--- src/rtl/divmul_pkg.sv ---
// Shared definitions for the divide/multiply reconstruction datapath family.
// Holds default operand widths, the control FSM state encoding and the
// iteration-counter width helper.
package divmul_pkg;

   localparam int unsigned QW_DEF = 8;
   localparam int unsigned BW_DEF = 4;

   typedef enum logic [1:0] {
      IDLE = 2'd0,
      BUSY = 2'd1,
      DONE = 2'd2
   } state_t;

   // Counter width for BW iterations; never narrower than one bit.
   function automatic int unsigned cnt_width(input int unsigned bw);
      return (bw > 1) ? $clog2(bw) : 1;
   endfunction

endpackage

--- src/rtl/divmul_step.sv ---
// One combinational shift-add step of the reconstruction multiplier.
// Ports:
//   acc, mcand   : current accumulator / shifted multiplicand (AW bits)
//   mplier       : remaining multiplier bits (BW bits), LSB consumed now
//   acc_nx       : acc + mcand when mplier[0] is set, else acc
//   mcand_nx     : mcand << 1
//   mplier_nx    : mplier >> 1
module divmul_step
   import divmul_pkg::*;
#(
   parameter int unsigned AW = QW_DEF + BW_DEF,
   parameter int unsigned BW = BW_DEF
) (
   input  logic [AW-1:0] acc,
   input  logic [AW-1:0] mcand,
   input  logic [BW-1:0] mplier,
   output logic [AW-1:0] acc_nx,
   output logic [AW-1:0] mcand_nx,
   output logic [BW-1:0] mplier_nx
);

   always_comb begin
      acc_nx    = acc;
      if (mplier[0]) begin
         acc_nx = acc + mcand;
      end
      mcand_nx  = mcand << 1;
      mplier_nx = mplier >> 1;
   end

endmodule

--- src/rtl/divmul_recon_seq.sv ---
// Sequential reconstruction of a divider dividend: dividend = quot*divisor + rem,
// one divisor bit per cycle through a shift-add datapath.
// Optional feature macro: DIVMUL_RANGE_CHECK_EN (registers err = rem >= divisor).
// Ports:
//   clk, rst_n            : clock, asynchronous active-low reset
//   in_valid / in_ready   : operand handshake (quot, divisor, rem)
//   out_valid / out_ready : result handshake (dividend, fits8, err)
//   dividend              : quot*divisor + rem, QW+BW bits
//   fits8                 : upper BW bits of dividend are zero
//   err                   : remainder-range flag, 0 when the check is not built
module divmul_recon_seq
   import divmul_pkg::*;
#(
   parameter int unsigned QW = QW_DEF,
   parameter int unsigned BW = BW_DEF
) (
   input  logic             clk,
   input  logic             rst_n,
   input  logic             in_valid,
   output logic             in_ready,
   input  logic [QW-1:0]    quot,
   input  logic [BW-1:0]    divisor,
   input  logic [QW-1:0]    rem,
   output logic             out_valid,
   input  logic             out_ready,
   output logic [QW+BW-1:0] dividend,
   output logic             fits8,
   output logic             err
);

   localparam int unsigned AW = QW + BW;
   localparam int unsigned CW = cnt_width(BW);

   state_t        state;
   state_t        state_nx;
   logic          load;
   logic          step_en;
   logic          finish;
   logic [AW-1:0] acc;
   logic [AW-1:0] mcand;
   logic [BW-1:0] mplier;
   logic [AW-1:0] acc_nx;
   logic [AW-1:0] mcand_nx;
   logic [BW-1:0] mplier_nx;
   logic [CW-1:0] cnt;

   divmul_step #(
      .AW (AW),
      .BW (BW)
   ) u_step (
      .acc       (acc),
      .mcand     (mcand),
      .mplier    (mplier),
      .acc_nx    (acc_nx),
      .mcand_nx  (mcand_nx),
      .mplier_nx (mplier_nx)
   );

   // State register.
   always_ff @(posedge clk or negedge rst_n) begin
      if (!rst_n) begin
         state <= IDLE;
      end else begin
         state <= state_nx;
      end
   end

   // Next-state and datapath strobes.
   always_comb begin
      state_nx = state;
      load     = 1'b0;
      step_en  = 1'b0;
      finish   = 1'b0;
      case (state)
         IDLE: begin
            if (in_valid) begin
               load     = 1'b1;
               state_nx = BUSY;
            end
         end
         BUSY: begin
            step_en = 1'b1;
            if (cnt == CW'(BW - 1)) begin
               finish   = 1'b1;
               state_nx = DONE;
            end
         end
         DONE: begin
            if (out_ready) begin
               state_nx = IDLE;
            end
         end
         default: state_nx = IDLE;
      endcase
   end

   // Handshake flags track the state being entered, so they read as a state decode.
   always_ff @(posedge clk or negedge rst_n) begin
      if (!rst_n) begin
         in_ready  <= 1'b1;
         out_valid <= 1'b0;
      end else begin
         in_ready  <= (state_nx == IDLE);
         out_valid <= (state_nx == DONE);
      end
   end

   // Shift-add working registers.
   always_ff @(posedge clk or negedge rst_n) begin
      if (!rst_n) begin
         acc    <= '0;
         mcand  <= '0;
         mplier <= '0;
         cnt    <= '0;
      end else if (load) begin
         acc    <= AW'(rem);
         mcand  <= AW'(quot);
         mplier <= divisor;
         cnt    <= '0;
      end else if (step_en) begin
         acc    <= acc_nx;
         mcand  <= mcand_nx;
         mplier <= mplier_nx;
         cnt    <= cnt + CW'(1);
      end
   end

   // Result registers, updated only on the final step and held through DONE.
   always_ff @(posedge clk or negedge rst_n) begin
      if (!rst_n) begin
         dividend <= '0;
         fits8    <= 1'b0;
      end else if (finish) begin
         dividend <= acc_nx;
         fits8    <= ~|acc_nx[AW-1:QW];
      end
   end

`ifdef DIVMUL_RANGE_CHECK_EN
   logic err_pend;

   // Range flag is judged on the captured operands and released with the result.
   always_ff @(posedge clk or negedge rst_n) begin
      if (!rst_n) begin
         err_pend <= 1'b0;
         err      <= 1'b0;
      end else begin
         if (load) begin
            err_pend <= (AW'(rem) >= AW'(divisor));
         end
         if (finish) begin
            err <= err_pend;
         end
      end
   end
`else
   assign err = 1'b0;
`endif

endmodule

--- config.mk ---
export PLATFORM = sky130hd
export DESIGN_NAME = divmul_recon_seq
export DESIGN_NICKNAME = d
export VERILOG_FILES = /design/src/rtl/divmul_pkg.sv /design/src/rtl/divmul_step.sv /design/src/rtl/divmul_recon_seq.sv
export SDC_FILE = /design/constraint.sdc
export NUM_CORES = 1
export LEC_CHECK = 0
export CAP_MARGIN = 10
export CORE_ASPECT_RATIO = 0.75
export CORE_MARGIN = 1.5
export CORE_UTILIZATION = 54
export DETAILED_ROUTE_END_ITERATION = 8
export PLACE_DENSITY = 0.82
export SYNTH_ARGS = -nofsm -noshare
export SYNTH_HDL_FRONTEND = slang
export SYNTH_SLANG_ARGS = --single-unit
--- constraint.sdc ---
create_clock -name clk -period 2.9 [get_ports clk]
set_input_delay 0.29 -clock clk [delete_from_list [all_inputs] [get_ports clk]]
set_output_delay 0.29 -clock clk [all_outputs]
set_load 0.1 [all_outputs]
# Yosys cells after proc, flatten, opt, wreduce, memory -nomap -nowiden
# Cells that the tools add are included.
# Widths: inputs -> output; s select.
[word_totals]
ff_bits = 47
input_bits = 24
output_inout_bits = 16
wordCells = 38
[op_classes]
addsub = 2
eq_ne = 4
muxes = 18
n_reduce_logical = 5
[op_table]
columns = ["operator", "count"]
rows = [
  ["$mux 12", 5],
  ["$add 12x12->12", 1],
  ["$mux 2", 5],
  ["$mux 4", 2],
  ["$eq 2x2->1 const B", 3],
  ["$pmux 2 s3", 1],
  ["$mux 1", 5],
  ["$logic_not 2->1", 2],
  ["$reduce_or 4->1", 1],
  ["$add 2x1->2 const B", 1],
  ["$eq 2x1->1 const B", 1],
  ["$reduce_bool 2->1", 1],
  ["$logic_not 1->1", 1],
]

# Longest topological paths before layout
[depth]
ltp_word = 4
ltp_mapped = 10
ltp_nobuf = 10

# Modules after synthesis
# From an unflattened synthesis, not the netlist that was laid out.
[hier_totals]
hier_cells = 252
area_unflattened_um2 = 2872.8
[modules_own_cells]
columns = ["module", "instances", "cells_per_inst", "area_each_um2", "seq_area_each_um2"]
rows = [
  ["divmul_recon_seq", 1, 139, 2044.5, 1177.4],
  ["divmul_step", 1, 113, 828.3, 0.0],
]

# Worst setup path before layout
# OpenSTA, ideal clock, no wires.
[synth_path]
path_type = "flip-flop to flip-flop"
startpoint = "reg acc[0]"
endpoint = "reg fits8"
setup_time_ns = 0.104
t_arrival_ns = 2.233
required_ns = 2.796
slack_ns = 0.563
stages_incl_launch_ff = 11
n_path_buf = 0
synth_period_minus_slack_ns = 2.337
cell_sequence = "dfrtp_1 > ha_1 > inv_1 > fa_1 > nor2b_4 > o2111ai_1 > a21oi_1 > a31oi_1 > xnor2_1 > mux2_4 > o41ai_2"
[synth_between]
elab_chain_cells = 4
[synth_lines]
columns = ["element", "line_no", "rtl"]
rows = [
  ["start: declaration", "divmul_recon_seq.sv:39", "logic [AW-1:0] acc;"],
  ["start signal: assignment", "divmul_recon_seq.sv:116", "acc <= AW'(rem);"],
  ["start signal: assignment", "divmul_recon_seq.sv:121", "acc <= acc_nx;"],
  ["$add 12x12->12", "divmul_step.sv:25", "acc_nx = acc + mcand;"],
  ["$mux 12", "divmul_step.sv:24", "if (mplier[0]) begin"],
  ["$reduce_or 4->1", "divmul_recon_seq.sv:135", "fits8 <= ~|acc_nx[AW-1:QW];"],
  ["$logic_not 1->1", "divmul_recon_seq.sv:135", ""],
  ["end signal: assignment", "divmul_recon_seq.sv:135", ""],
  ["end: declaration", "divmul_recon_seq.sv:27", "output logic fits8,"],
]
# Every way passes these cells.
# A chain may end at the register's enable or synchronous reset.

# Final worst setup path
[layout_path]
startpoint = "reg mcand[0]"
endpoint = "reg fits8"
[layout_between]
elab_chain_cells = 4
[layout_lines]
columns = ["element", "line_no", "rtl"]
rows = [
  ["start: declaration", "divmul_recon_seq.sv:40", "logic [AW-1:0] mcand;"],
  ["start signal: assignment", "divmul_recon_seq.sv:117", "mcand <= AW'(quot);"],
  ["start signal: assignment", "divmul_recon_seq.sv:122", "mcand <= mcand_nx;"],
  ["$add 12x12->12", "divmul_step.sv:25", ""],
  ["$mux 12", "divmul_step.sv:24", ""],
  ["$reduce_or 4->1", "divmul_recon_seq.sv:135", ""],
  ["$logic_not 1->1", "divmul_recon_seq.sv:135", ""],
]
# Every way passes these cells.

==> results.md <==
- Syn Std Cell Area: 2550 um^2
- DP HPWL: 4220 um
- Setup TNS: 0 ps
- Post-cts repair resize count: 0
- Least-Margin Pin Slew: 1030 ps
- H-tree depth: 2
- 1st-pass router iterations: 5
- FFs w/ async S/R, synth: 1.00
- EDFF count, synth: 0
- Antenna-violating nets left: 0
- Clock skew: 5.71 ps
- Worst Path Required: 3100 ps
- Fraction of layout cells with a size suffix above 1: 0.128
- Max-slew violation count: 0
- Seq/Total Area, Yosys: 0.462
- Status: completed
- Pin count of the biggest net entering global routing: 48
- Worst Path Max Fanout: 3
- Clk root buf: clkbuf_8
- Ant. Diodes: 0
- Setup crit end: fits8
- Critical Path Source Type: register
- Maximum clock frequency: 0.384 GHz
- Seq cells post-synth: 47
- Worst r2r dst: fits8
- CTS Buf Count: 5
- Via density: 6.03
- DRC Markers: 0
- Post-CTS Hold Buffers: 0
- Via count: 2142
- Minimum clock period: 2600 ps
- Final worst path period share: 0.898
- Setup-failing EPs final: 0
- Distinct cells, synth: 43
- Clock buffer depth: 2
- CTS sink cnt: 47
- Full die area: 5150 um^2
- Max Cap Violations: 0
- Share of Yosys cell area claimed by the top area cell type: 0.451
- Main synth FF type: dfrtp_1
- Clock Latency Late Sink: 310 ps
- Top post-synthesis cells by area: dfrtp_1 45%, ha_1 5.9%, o22ai_1 5.6%
- Area delta synth->final: 18.8%
- CTS tree: done
- Global Route Usage Sum: 0.259
- HP Class: input port to asynchronous set/reset pin
- Reg clk slew, reported paths: 90 ps
- WL final: 5990 um
- Slew Limit Headroom: 0.311
- Global route overflow: 0
- Post-CTS setup buffers: 0
- Commonest non-fill, non-tap cells in the layout: 46 x dfrtp_1, 32 x nand2_1, 23 x a21oi_1, 23 x o22ai_1, 23 x buf_4
- Reg2reg start: mcand[0]
- Ports: 40
- WS Path Type: register to register
- Placeable Area: 4490 um^2
- Syn Inst Count: 261
- FP Rows: 21
- Die Wd: 82.4 um
- Vias in the first global route: 1996
- GPL Wtd Cong: 0.928
- Most common cell after layout, fill and taps aside: dfrtp_1
- Die Y: 62.5 um
- Crit path from: mcand[0]
- Initial Util: 0.568
- RSZ-0062 raised after global routing: no
- Drt first-iter violations: 154
- R2r setup slk: 300 ps
- Endpoints failing hold: 0
- Avg Inst Size Synth: 9.77 um^2
- Synth Warn #: 0
- Global-route wire length before repair: 10000 um
- Final nets: 334
- Worst-case reg-to-reg path depth: 10
- Worst setup EP type: register
- Worst EP arrival: 2810 ps
- WL per Instance: 16.9 um
- Synth Net Count: 298
- Initial antenna violation count: 0
- Dominant cell type by area after synthesis: dfrtp_1
- PortBufs: 38
## kinds of logic (layout without fill, tap and decap cells)
group,after synthesis,after routing,share of synthesized area
buf+inv,23,60,0.0358
fa+ha+maj,13,13,0.0667
other cells,1,1,0.00147
simple gates,52,52,0.0927
xor+xnor,10,10,0.0343
compound gates,103,103,0.257
mux,12,12,0.0505
flops,47,47,0.462
## sequential cells by signal (all words and copies together) (netlist names)
name and count:
out_valid 1, acc 12, cnt 2, mcand 12, in_ready 1, state 2, dividend 12, mplier 4
fits8 1
## area by class of cell
type / count / area, um^2
Fill cell: 376 / 1460
Multi-Input combinational cell: 191 / 1280
Sequential cell: 47 / 1180
Timing Repair Buffer: 46 / 398
Clock buffer: 8 / 80.1
Tap cell: 57 / 71.3
Inverter: 6 / 22.5
## synth_stat cells (all sizes together), types with 2 or more instances
library cell	instances
inv	6
o21ai	22
a21o	4
mux2	4
o21a	2
and3	2
a31oi	5
nand2	32
o21bai	2
xnor2	6
o22a	5
a22o	9
clkbuf	13
a22oi	2
nor2	6
nor2b	4
buf	4
a21oi	25
xor2	4
o22ai	23
or3	2
mux2i	8
ha	12
dfrtp	46
## worst min-delay path by stage
stage / to / cells after the start / slack (ps) / from
after floorplan: acc[0] / 0 / -6 / rst_n
after global placement: dividend[5] / 2 / 460 / dividend[5]
after detailed placement: dividend[11] / 2 / 470 / dividend[11]
after CTS: acc[1] / 1 / 200 / rst_n
after global routing: acc[1] / 1 / 260 / rst_n
final: acc[1] / 1 / 160 / rst_n
## through the flow
step / instance area, um^2 / std cells / worst slack, ps / hold WS, ps / util
4_1_cts: 3030 / 355 / 325 / 205 / 0.675
3_5_place_dp: 2950 / 347 / 353 / 471 / 0.657
2_1_floorplan: 2550 / 261 / 563 / -5.59 / -
5_1_grt: 3030 / 355 / 174 / 257 / 0.675
3_3_place_gp: 2950 / 347 / 432 / 462 / 0.657
6_report: 3030 / 355 / 297 / 163 / 0.675
## metal layers
layer,track usage,vias up,part of all wire
met5,0,-,0
met4,0.0805,0,0.013
met3,0.0511,8,0.060
met2,0.354,78,0.42
met1,0.407,1027,0.51
li1,-,1029,-
## worst max-delay path, cell delays in order (launching register included)
cell	delay, ps
dfrtp_1	380
ha_1	180
inv_1	60
fa_1	440
nor2b_4	140
o2111ai_1	140
a21oi_1	260
a31oi_1	130
xnor2_1	140
mux2_4	280
o41ai_2	340
Power is left out: the tool's default activity adds up to more than one toggle a clock period on the data nets, which glitch-free logic cannot reach.
